File: src/rtl/mcac_pkg.sv
// rtl/mcac_pkg.sv - shared widths and receiver state encoding for the MCAC datapath
package mcac_pkg;
  localparam int PCM_W     = 8;
  localparam int CHAN_W    = 5;
  localparam int MAX_SLOTS = 32;

  typedef enum logic {
    HUNT = 1'b0,
    SYNC = 1'b1
  } rx_state_e;
endpackage

File: src/rtl/mcac_sync_fifo.sv
// rtl/mcac_sync_fifo.sv - parameterised synchronous FIFO with same-cycle read/write
module mcac_sync_fifo #(
  parameter int WIDTH = 13,
  parameter int DEPTH = 4
) (
  input  logic             clk,
  input  logic             reset,
  input  logic             wr_en_i,
  input  logic [WIDTH-1:0] wr_data_i,
  input  logic             rd_en_i,
  output logic [WIDTH-1:0] rd_data_o,
  output logic             full_o,
  output logic             empty_o
);
  localparam int AW = $clog2(DEPTH);

  logic [WIDTH-1:0] mem_q [DEPTH];
  logic [AW:0]      wr_ptr_q, rd_ptr_q;
  logic             do_wr, do_rd;

  // Extra pointer MSB distinguishes full from empty when the indices match.
  assign empty_o = (wr_ptr_q == rd_ptr_q);
  assign full_o  = (wr_ptr_q[AW] != rd_ptr_q[AW]) &&
                   (wr_ptr_q[AW-1:0] == rd_ptr_q[AW-1:0]);
  assign do_rd   = rd_en_i && !empty_o;
  assign do_wr   = wr_en_i && (!full_o || do_rd);

  always_ff @(posedge clk or posedge reset) begin
    if (reset) begin
      wr_ptr_q <= '0;
      rd_ptr_q <= '0;
    end else begin
      if (do_wr) wr_ptr_q <= wr_ptr_q + (AW+1)'(1);
      if (do_rd) rd_ptr_q <= rd_ptr_q + (AW+1)'(1);
    end
  end

  always_ff @(posedge clk) begin
    if (do_wr) mem_q[wr_ptr_q[AW-1:0]] <= wr_data_i;
  end

  assign rd_data_o = mem_q[rd_ptr_q[AW-1:0]];
endmodule

File: src/rtl/enc_pcm_rx.sv
// rtl/enc_pcm_rx.sv - TDM serial PCM receiver: frame lock, deserialiser and sample FIFO
module enc_pcm_rx
  import mcac_pkg::*;
#(
  parameter int NUM_SLOTS  = 32,
  parameter int FIFO_DEPTH = 4
) (
  input  logic              clk,
  input  logic              reset,
  input  logic              scan_in0,
  input  logic              scan_en,
  output logic              scan_out0,
  input  logic              pcm_bit_en,
  input  logic              pcm_din,
  input  logic              pcm_fs,
  output logic              smp_valid,
  input  logic              smp_ready,
  output logic [PCM_W-1:0]  smp_data,
  output logic [CHAN_W-1:0] smp_chan,
  output logic              in_sync,
  output logic              frame_err,
  output logic              ovf
);
  localparam int                FW        = PCM_W + CHAN_W;
  localparam logic [CHAN_W-1:0] LAST_SLOT = CHAN_W'(NUM_SLOTS - 1);

  rx_state_e         state_q, state_d;
  logic [2:0]        bit_cnt_q, bit_cnt_d;
  logic [CHAN_W-1:0] slot_cnt_q, slot_cnt_d;
  logic [PCM_W-2:0]  shreg_q, shreg_d;
  logic              frame_err_q, frame_err_d;
  logic              ovf_q, ovf_d;

  logic              wr_en, rd_en, fifo_full, fifo_empty, at_frame_start;
  logic [FW-1:0]     wr_word, fifo_rd;
  logic              unused_scan;

  assign unused_scan    = scan_in0 ^ scan_en;
  assign at_frame_start = (bit_cnt_q == 3'd0) && (slot_cnt_q == '0);
  assign wr_word        = {slot_cnt_q, shreg_q, pcm_din};
  assign rd_en          = smp_valid && smp_ready;

  always_comb begin
    state_d     = state_q;
    bit_cnt_d   = bit_cnt_q;
    slot_cnt_d  = slot_cnt_q;
    shreg_d     = shreg_q;
    frame_err_d = 1'b0;
    wr_en       = 1'b0;
    if (pcm_bit_en) begin
      case (state_q)
        HUNT: begin
          if (pcm_fs) begin
            state_d    = SYNC;
            shreg_d    = {{(PCM_W-2){1'b0}}, pcm_din};
            bit_cnt_d  = 3'd1;
            slot_cnt_d = '0;
          end
        end
        SYNC: begin
          if (pcm_fs && !at_frame_start) begin
            // Early sync: realign on this bit, partial byte is dropped.
            frame_err_d = 1'b1;
            shreg_d     = {{(PCM_W-2){1'b0}}, pcm_din};
            bit_cnt_d   = 3'd1;
            slot_cnt_d  = '0;
          end else if (!pcm_fs && at_frame_start) begin
            frame_err_d = 1'b1;
            state_d     = HUNT;
          end else begin
            shreg_d   = {shreg_q[PCM_W-3:0], pcm_din};
            bit_cnt_d = bit_cnt_q + 3'd1;
            if (bit_cnt_q == 3'd7) begin
              wr_en      = 1'b1;
              slot_cnt_d = (slot_cnt_q == LAST_SLOT) ? '0 : slot_cnt_q + CHAN_W'(1);
            end
          end
        end
        default: state_d = HUNT;
      endcase
    end
    // A write on a full FIFO survives only if the head leaves on the same edge.
    ovf_d = ovf_q | (wr_en && fifo_full && !rd_en);
  end

  always_ff @(posedge clk or posedge reset) begin
    if (reset) begin
      state_q     <= HUNT;
      bit_cnt_q   <= '0;
      slot_cnt_q  <= '0;
      shreg_q     <= '0;
      frame_err_q <= 1'b0;
      ovf_q       <= 1'b0;
    end else begin
      state_q     <= state_d;
      bit_cnt_q   <= bit_cnt_d;
      slot_cnt_q  <= slot_cnt_d;
      shreg_q     <= shreg_d;
      frame_err_q <= frame_err_d;
      ovf_q       <= ovf_d;
    end
  end

  mcac_sync_fifo #(
    .WIDTH(FW),
    .DEPTH(FIFO_DEPTH)
  ) u_fifo (
    .clk      (clk),
    .reset    (reset),
    .wr_en_i  (wr_en),
    .wr_data_i(wr_word),
    .rd_en_i  (rd_en),
    .rd_data_o(fifo_rd),
    .full_o   (fifo_full),
    .empty_o  (fifo_empty)
  );

  assign smp_valid             = !fifo_empty;
  assign {smp_chan, smp_data}  = smp_valid ? fifo_rd : '0;
  assign in_sync               = (state_q == SYNC);
  assign frame_err             = frame_err_q;
  assign ovf                   = ovf_q;
  assign scan_out0             = 1'b0;
endmodule

File: config.mk
export PLATFORM = sky130hd
export DESIGN_NAME = enc_pcm_rx
export DESIGN_NICKNAME = d
export VERILOG_FILES = /design/src/rtl/mcac_pkg.sv /design/src/rtl/mcac_sync_fifo.sv /design/src/rtl/enc_pcm_rx.sv
export SDC_FILE = /design/constraint.sdc
export NUM_CORES = 1
export LEC_CHECK = 0
export ABC_AREA = 1
export BUFFER_PORTS_ARGS = -buffer_cell sky130_fd_sc_hd__buf_2
export CORE_UTILIZATION = 35
export CTS_BUF_LIST = sky130_fd_sc_hd__clkbuf_4 sky130_fd_sc_hd__clkbuf_8
export DETAILED_ROUTE_END_ITERATION = 10
export PLACE_DENSITY_LB_ADDON = 0.15
export REMOVE_ABC_BUFFERS = 1
export SYNTH_ARGS = -nofsm -noshare
export SYNTH_HDL_FRONTEND = slang
export SYNTH_SLANG_ARGS = --single-unit
File: constraint.sdc
create_clock -name clk -period 6 [get_ports clk]
set_clock_uncertainty 0.2 [all_clocks]
set_input_delay 0.9 -clock clk [delete_from_list [all_inputs] [get_ports clk]]
set_output_delay 0.9 -clock clk [all_outputs]
set_load 0.02 [all_outputs]
# After elaboration in Yosys (flattened, before gate mapping)
# Memory sizes are Yosys's and may differ from the RTL's.
# Cells that the tools add are included.
[word_totals] n_memories=1 register_bits=24 wordCells=72 rom_bits=0 latch_bits=0 out_inout_bits=18 ramBits=52 in_bits=8
[classes] div_mod_pow=0 eq_ne=8 mul=0 bitwise_logic=2 reduce_logical=19 shift=0 n_lt_le_gt_ge=0 addsub=4 mux=30
[memory_table] name="u_fifo.mem_q" depth=4 width=13 rd=1 rd_ports_with_merged_regs=0 wr=1 line_no="mcac_sync_fifo.sv:17" text="logic [WIDTH-1:0] mem_q [DEPTH];"
[ops] op="2-to-1 mux 5 bit" n=5
[ops] op="2-to-1 mux 7 bit" n=3
[ops] op="2-to-1 mux 1 bit" n=14
[ops] op="one-hot mux 7 bit (2 select lines)" n=1
[ops] op="2-to-1 mux 13 bit" n=1
[ops] op="one-hot mux 5 bit (2 select lines)" n=1
[ops] op="adder 3 x 1 -> 3 bit (second input constant)" n=3
[ops] op="logical AND 1 bit" n=9
[ops] op="2-to-1 mux 3 bit" n=3
[ops] op="one-hot mux 3 bit (2 select lines)" n=1
[ops] op="adder 5 x 1 -> 5 bit (second input constant)" n=1
[ops] op="equality test 5 bit (second input constant)" n=1
[ops] op="logical NOT 1 bit" n=5
[ops] op="logical NOT 5 bit" n=1
[ops] op="AND reduction 4 bit" n=1
[ops] op="equality test 3 bit" n=1
[ops] op="equality test 3 bit (second input constant)" n=1
[ops] op="logical NOT 3 bit" n=1
[ops] op="inequality test 3 x 1 -> 1 bit (second input constant)" n=1
[ops] op="inequality test 3 bit (second input constant)" n=1
[ops] op="AND reduction 3 bit" n=1
[ops] op="equality test 2 bit" n=1
[ops] op="inequality test 2 bit (second input constant)" n=1
[ops] op="one-hot mux 1 bit (2 select lines)" n=1
[ops] op="4 further kinds" n=4

# Longest topological paths before layout
# Gate-level depths: netlist (run 1).
[depth] word_depth=10 ltp_mapped=14 mapped_depth_nobuf=14

# Cells and area by module
# Synthesis (run 1) repeated with hierarchy kept, for this count alone.
[hier_totals] cells_unflattened=337 hier_area_um2=3587.2
[by_module_without_submodules] mod="mcac_sync_fifo" instances=1 cells_each=186 area_each_um2=2398.6 seq_area_each_um2=1711.6
[by_module_without_submodules] mod="enc_pcm_rx" instances=1 cells_each=151 area_each_um2=1188.6 seq_area_each_um2=450.4

# Least setup slack after synthesis (run 1)
# Ideal clock, no wire load.
[synth_path] path_type="reg2reg" start="register slot_cnt_q[0]" end="memory u_fifo.mem_q[0][0], enable pin" period_less_slack_ns=2.779 path_buffers=0 t_arrival_ns=2.196 path_slack_ns=3.221 required_ns=5.418 path_stages_with_launch=11 setup_time_ns=0.382 path_cell_list="dfrtp_1 inv_1 ha_1 nand2_1 nor3_1 and2_1 inv_1 ha_1 nor3_4 nand2_4 nor2_1"
[synth_via] elab_chain_len=10 elab_cells_between_ends=12 cone_classes="mux: 6; reduce/logical: 6"
[synth_rtl] element="from (decl)" line_no="enc_pcm_rx.sv:29" text="logic [CHAN_W-1:0] slot_cnt_q, slot_cnt_d;"
[synth_rtl] element="from (signal assigned)" line_no="enc_pcm_rx.sv:97" text="slot_cnt_q <= slot_cnt_d;"
[synth_rtl] element="logical NOT 5 bit (*)" line_no="enc_pcm_rx.sv:39" text="assign at_frame_start = (bit_cnt_q == 3'd0) && (slot_cnt_q == '0);"
[synth_rtl] element="logical AND 1 bit (*)" line_no="enc_pcm_rx.sv:39"
[synth_rtl] element="logical AND 1 bit / logical NOT 1 bit (equally long branches)" line_no="enc_pcm_rx.sv:67, enc_pcm_rx.sv:61"
[synth_rtl] element="2-to-1 mux 1 bit / logical AND 1 bit (equally long branches)" line_no="enc_pcm_rx.sv:67, enc_pcm_rx.sv:61"
[synth_rtl] element="2-to-1 mux 1 bit (*)" line_no="enc_pcm_rx.sv:61" text="if (pcm_fs && !at_frame_start) begin"
[synth_rtl] element="2-to-1 mux 1 bit (*)" line_no="enc_pcm_rx.sv:51" text="case (state_q)"
[synth_rtl] element="2-to-1 mux 1 bit (*)" line_no="enc_pcm_rx.sv:50" text="if (pcm_bit_en) begin"
[synth_rtl] element="logical AND 1 bit (*)" line_no="mcac_sync_fifo.sv:26" text="assign do_wr = wr_en_i && (!full_o || do_rd);"
[synth_rtl] element="2-to-1 mux 1 bit (*)" line_no="mcac_sync_fifo.sv:39" text="if (do_wr) mem_q[wr_ptr_q[AW-1:0]] <= wr_data_i;"
[synth_rtl] element="2-to-1 mux 1 bit (not written as such) (*)" line_no="mcac_sync_fifo.sv:39"
[synth_rtl] element="to (decl)" line_no="mcac_sync_fifo.sv:17"
# Mark *: on every way between the ends. The rest lies on a longest branch, timed or not.

# Final worst setup path (run 1)
[layout_path] start="register u_fifo.rd_ptr_q[0]" end="output port smp_chan[0]"
[layout_via] elab_chain_len=2 elab_cells_between_ends=3 cone_classes="eq/ne: 1; mux: 1; memory: 1"
[layout_rtl] element="from (decl)" line_no="mcac_sync_fifo.sv:18" text="logic [AW:0] wr_ptr_q, rd_ptr_q;"
[layout_rtl] element="from (signal assigned)" line_no="mcac_sync_fifo.sv:34" text="if (do_rd) rd_ptr_q <= rd_ptr_q + (AW+1)'(1);"
[layout_rtl] element="memory (4 x 13 bit) / equality test 3 bit (equally long branches)"
[layout_rtl] element="2-to-1 mux 13 bit (*)" line_no="enc_pcm_rx.sv:119" text="assign {smp_chan, smp_data} = smp_valid ? fifo_rd : '0;"
[layout_rtl] element="to (decl)" line_no="enc_pcm_rx.sv:19" text="output logic [CHAN_W-1:0] smp_chan,"
# Marks and branches as above.

==> run_results.csv, run 1 <==
group,metric,value,unit
status,outcome,"finished, final reports clean",
cts,postCtsSetupBuffers,0,
power,p_seq_frac,0.425,
setup_path,timing.critical_path.mode_cell,"nand2_1",
grt,grt.total_usage,0.141,
yosys,syn_avg_cell_area,10.5,sq um
yosys,synth_top_cell_area_share,0.456,
sta,tightest_slew,1020,ps
grt,grt_pass1_wl,10600,um
setup_path,crit_required,4900,ps
cts,clock_sinks,76,
yosys,netlist_area,3420,sq um
yosys,yosysWarnings,0,
setup_path,slowest_stage,"dfrtp_1",
cells_and_area,antenna_cells,0,
yosys,yosysSeqAreaShare,0.631,
cells_and_area,area_growth,12.6,%
grt,gr-total-overflow,0,
power,p_per_area,452,nW/um^2
yosys,synthCells,327,
cts,cts_resized,0,
yosys,synth_cell_types,29,
power,ir_drop,0.152,mV
grt,grt_pass1_vias,2101,
setup_path,crit_type,"register to output port",
setup_path,slowest_delay,1020,ps
min_path,min-delay-start,"ovf",
die,die_width,101,um
setup_path,worstReg2RegStart,"u_fifo.rd_ptr_q[0]",
yosys,ys_ff_latch,76,
min_path,hold_path_class,"register to register",
setup_path,cp-start-kind,"register",
drt,drc,0,
yosys,synth-main-ff-cell,"edfxtp_1",
placed_design,hpwl,3880,um
setup_path,ff2ff_path_depth,8,
yosys,synth-edff-count,52,
cells_and_area,nNetsFinal,376,
drt,wl_per_cell,13.3,um
sta,finalSetupViolCount,0,
sta,rsz0062_at_grt,"no",
min_path,whs_endpoint,"ovf",
cts,cts_root_buf,"clkbuf_8",
drt,vias_per_cell,4.50,
yosys,ys_async_sr_fraction,0.316,
die,die_area,10200,sq um
power,p_clk_frac,0.205,
power,pwr-share-comb,0.370,
setup_path,r2r-end,"u_fifo.mem_q[3][9]",
cells_and_area,layout_common_cells,"nand2_1, edfxtp_1, inv_1",
drt,drt_iter0_drc,82,
sta,tns,0,ps
sta,relSlewSlack,0.321,
sta,period_minus_slack,3820,ps
min_path,whs_path_depth,2,
placed_design,port_buffers,22,
setup_path,crit_fanout,30,
setup_path,cp-end-kind,"output port",
die,core_region_area,9370,sq um
yosys,synth_top_area_cell,"edfxtp_1",
grt,grt_antenna_before_repair,0,
cts,cts_buffers,9,
flow_run,cap_violations,0,
cts,clk_path_buf_depth,2,
cts,path_clk_slew,80,ps
drt,routed_wl,6480,um
placed_design,gp_congestion,0.765,
sta,slew_viol_final,0,
die,ioPinCount,26,
sta,hold_viol_final,0,
drt,first_pass_iters,4,
drt,vias,2195,
drt,ant_nets,0,
power,p_int,1.01,mW
die,rows,35,
sta,period_share,0.637,
sta,max_freq,0.262,GHz
cts,clock_latency,340,ps
power,switching_power,0.732,mW
power,p_leak,1.68,nW
setup_path,r2r_slack,3170,ps
cells_and_area,drive_gt1_frac,0.159,
yosys,synth_area_leaders,"edfxtp_1, dfrtp_1, nand2_1",
sta,timing.hold.ws,271,ps
cts,cts_hold_buf,0,
setup_path,cp_cell_sequence,"inv_2 -> nand2_1 -> nand2_1 -> nor2_4 -> nand2_4 -> nand2_1 -> inv_1 -> buf_2",
setup_path,crit_arrival,2720,ps
cts,cts_tree,"done",
cells_and_area,fillers,945,
grt,grt_max_degree,31,
power,switching_share,0.420,
die,start_util,0.365,
die,die_h,101,um
cts,htree_levels,3,
cells_and_area,mostFrequentLayoutCell,"nand2_1",
[cell usage after synthesis, types with 2 or more instances]
cell,instances
nand2_1,62
edfxtp_1,52
inv_1,38
nor2_1,37
o21ai_0,35
dfrtp_1,24
nand3_1,16
ha_1,14
o22ai_1,13
nand2_2,5
buf_2,4
o21ai_1,4
clkbuf_1,3
nand2_4,3
inv_2,2
xor2_1,2
[cell type report]
| cell class | instances | area [sq um] | area share |
|---|---|---|---|
| clock buffer | 10 | 138 | 0.0357 |
| clock inverter | 6 | 45.0 | 0.0117 |
| inverter | 41 | 156 | 0.0406 |
| multi-input combinational | 200 | 1050 | 0.273 |
| sequential | 76 | 2160 | 0.561 |
| tap | 129 | 161 | 0.0419 |
| timing repair buffer | 26 | 140 | 0.0364 |
[worst max-delay path, delay by kind of cell (launching register included)]
kind          cells  cell delay [ps]
simple gates      5              680
buf+inv           3              650
flops             1             1020
[metrics by stage]
step / instance area, sq um / util / power [mW] / std cells / setup slack [ps]
floorplan: 3370 / - / 1.19 / 317 / 3220
detailed placement: 3670 / 0.392 / 1.41 / 472 / 2510
CTS: 3850 / 0.411 / 1.77 / 488 / 2130
finish: 3850 / 0.411 / 1.74 / 488 / 2180
global route: 3850 / 0.411 / 1.88 / 488 / 1900
global placement: 3670 / 0.392 / 1.40 / 472 / 2520
[per-layer routing]
metal | track usage | share of wire
met3 | 0.0374 | 0.036
met1 | 0.171 | 0.47
met5 | 0 | 0
met2 | 0.236 | 0.48
met4 | 0.0602 | 0.020
[power groups by stage]
| stage | Combinational, mW | Clock (mW) | Sequential (mW) |
|---|---|---|---|
| after floorplan | 0.470 | 0 | 0.718 |
| after global placement | 0.652 | 0 | 0.749 |
| after detailed placement | 0.655 | 0 | 0.752 |
| after CTS | 0.658 | 0.367 | 0.740 |
| after global routing | 0.739 | 0.386 | 0.754 |
| final | 0.645 | 0.357 | 0.740 |
[kinds of logic (layout without fill, tap and decap cells)]
family | Yosys count | after routing | synth area share
XOR/XNOR | 2 | 2 | 0.00512
buffers and inverters | 51 | 83 | 0.0614
other | 1 | 1 | 0.00110
adder cells (fa/ha/maj) | 14 | 14 | 0.0512
flip-flops | 76 | 76 | 0.631
AO/OA/AOI/OAI | 53 | 53 | 0.0822
AND/OR/NAND/NOR | 130 | 130 | 0.168
[worst max-delay path by stage]
| stage | slack, ps | to | cells after the start | start |
|---|---|---|---|---|
| floorplan | 3220 | u_fifo.mem_q[0][0] | 10 | slot_cnt_q[0] |
| global placement | 2520 | smp_chan[4] | 8 | u_fifo.rd_ptr_q[0] |
| detailed placement | 2510 | smp_chan[4] | 8 | u_fifo.rd_ptr_q[0] |
| CTS | 2130 | smp_chan[4] | 8 | u_fifo.rd_ptr_q[0] |
| global route | 1900 | smp_chan[4] | 8 | u_fifo.rd_ptr_q[0] |
| finish | 2180 | smp_chan[0] | 8 | u_fifo.rd_ptr_q[0] |
[flip-flops by register name, indices dropped and copies added (netlist names)]
name,cells
ovf,1
in_sync,1
bit_cnt_q,3
slot_cnt_q,5
u_fifo.wr_ptr_q,3
frame_err,1
u_fifo.mem_q,52
u_fifo.rd_ptr_q,3
shreg_q,7
(Power assumes the default switching activity.)
==> run 2: changes to the inputs <==
- clock period: 6 -> 3.4 ns (I/O delays scaled with it)
==> run 2 against run 1 <==
  * Count of clock-buffer cells in the layout shrank 1
  * Sequential share of layout area fell by 0.40 points
  * Non-clock buffer count rose by 3
  * Critical path depth increased by 3
  * Setup slack got worse by 1500 ps
  * Register-to-register slack got worse by 2500 ps
  * Combinational power is 94% higher
  * Routed wire length increased by 3.3%
  * Sequential cell count is the same
  * Largest cell class unchanged
==> run_results.csv, run 2 (same netlist as run 1, synthesis figures left out) <==
group,metric,value,unit
setup_path,worstReg2RegStart,"slot_cnt_q[0]",
sta,rsz0062_at_grt,"no",
grt,gr-total-overflow,0,
drt,drt_iter0_drc,70,
power,p_per_area,809,nW/um^2
setup_path,cp-start-kind,"register",
sta,tns,0,ps
drt,ant_nets,0,
cells_and_area,largest_reg_flops,52,
cells_and_area,layout_common_cells,"nand2_1, edfxtp_1, inv_1",
flow_run,cap_violations,0,
sta,max_freq,0.363,GHz
cts,cts_tree,"done",
cells_and_area,drive_gt1_frac,0.163,
cts,path_clk_slew,80,ps
drt,topRoutingLayerUsed,"met4",
die,ioPinCount,26,
sta,timing.hold.ws,192,ps
placed_design,pre_cts_slack,647,ps
sta,period_minus_slack,2750,ps
power,power.total,3.14,mW
power,ir_drop,0.338,mV
cells_and_area,mostFrequentLayoutCell,"nand2_1",
setup_path,crit_type,"register to register",
sta,relSlewSlack,0.327,
drt,vias_per_cell,4.54,
cts,cts_resized,0,
status,outcome,"finished, final reports clean",
die,core_region_area,9370,sq um
cts,clk_path_buf_depth,2,
die,die_h,101,um
drt,vias,2227,
cts,cts_root_buf,"clkbuf_8",
cells_and_area,nNetsFinal,379,
cells_and_area,area_growth,13.4,%
cells_and_area,antenna_cells,0,
grt,grt.total_usage,0.148,
setup_path,startpoint,"slot_cnt_q[0]",
drt,dr_wl_met2,3130,um
cts,clock_latency,340,ps
placed_design,placed_area,3690,sq um
cts,cts_buffers,9,
placed_design,hpwl,4080,um
sta,slew_viol_final,0,
min_path,hold_path_class,"input port to async pin",
sta,period_share,0.809,
power,p_leak,1.68,nW
setup_path,crit_fanout,13,
cells_and_area,fin_area,3880,sq um
drt,wl_met3,236,um
cts,clock_sinks,76,
cts,htree_levels,3,
grt,grt_pass1_vias,2113,
grt,grt_pass1_wl,10900,um
die,rows,35,
setup_path,ff2ff_path_depth,11,
grt,grt_max_degree,30,
grt,grt_antenna_before_repair,0,
die,die_area,10200,sq um
setup_path,crit_arrival,2580,ps
placed_design,port_buffers,22,
die,start_util,0.365,
sta,tightest_slew,1010,ps
drt,met1Wirelength,3220,um
sta,finalSetupViolCount,0,
drt,drc,0,
drt,routed_wl,6700,um
setup_path,cp-end-kind,"register",
drt,wl_per_cell,13.7,um
drt,first_pass_iters,4,
sta,timing.final.ws_setup,648,ps
sta,hold_viol_final,0,
cts,postCtsSetupBuffers,0,
die,die_width,101,um
cts,cts_hold_buf,0,
placed_design,gp_congestion,0.746,
setup_path,crit_required,3230,ps
[run 2: cell types whose count changed in the layout (fill, tap and decap cells not counted)]
cell | before | now
buf_4 | 4 | 7
bufinv_16 | 0 | 1
clkbuf_8 | 10 | 9
clkinv_4 | 2 | 0
clkinvlp_4 | 0 | 2
inv_6 | 2 | 1
[run 2: area by class of cell]
type                            count  area, sq um
Sequential cell                    76         2160
Fill cell                         939         5490
Tap cell                          129          161
Clock inverter                      6         63.8
Timing Repair Buffer               29          163
Clock buffer                        9          124
Multi-Input combinational cell    200         1050
Inverter                           41          156
[run 2: worst max-delay path, cell delays in order (launching register included)]
cell	delay, ps
dfrtp_1	480
inv_1	130
ha_1	160
nand2_1	50
nor3_1	100
and2_1	200
inv_1	60
ha_1	240
nor3_4	320
nand2_4	120
nor2_1	100
buf_4	260
[run 2: worst paths after layout]
kind	slack [ps]	end
max reg2reg	650	u_fifo.mem_q[2][9]
max	650	u_fifo.mem_q[2][9]
max in group asynchronous	2190	shreg_q[5]
min in group clk	220	u_fifo.mem_q[2][0]
min reg2reg	270	ovf
min	190	ovf
[run 2: routing by layer]
| layer | vias to the layer above | global-route usage |
|---|---|---|
| met5 | - | 0 |
| met3 | 10 | 0.0444 |
| met4 | 0 | 0.0502 |
| met1 | 1038 | 0.188 |
| li1 | 1140 | - |
| met2 | 39 | 0.240 |
[run 2: power by group]
group,internal (mW),switching [mW]
sequential,1.12,0.106
clock,0.335,0.327
combinational,0.397,0.856
[run 2: per-stage QoR]
| stage | std cells | utilization |
|---|---|---|
| 2_1_floorplan | 317 | - |
| 3_3_place_gp | 475 | 0.394 |
| 3_5_place_dp | 475 | 0.394 |
| 4_1_cts | 490 | 0.414 |
| 5_1_grt | 490 | 0.414 |
| 6_report | 490 | 0.414 |
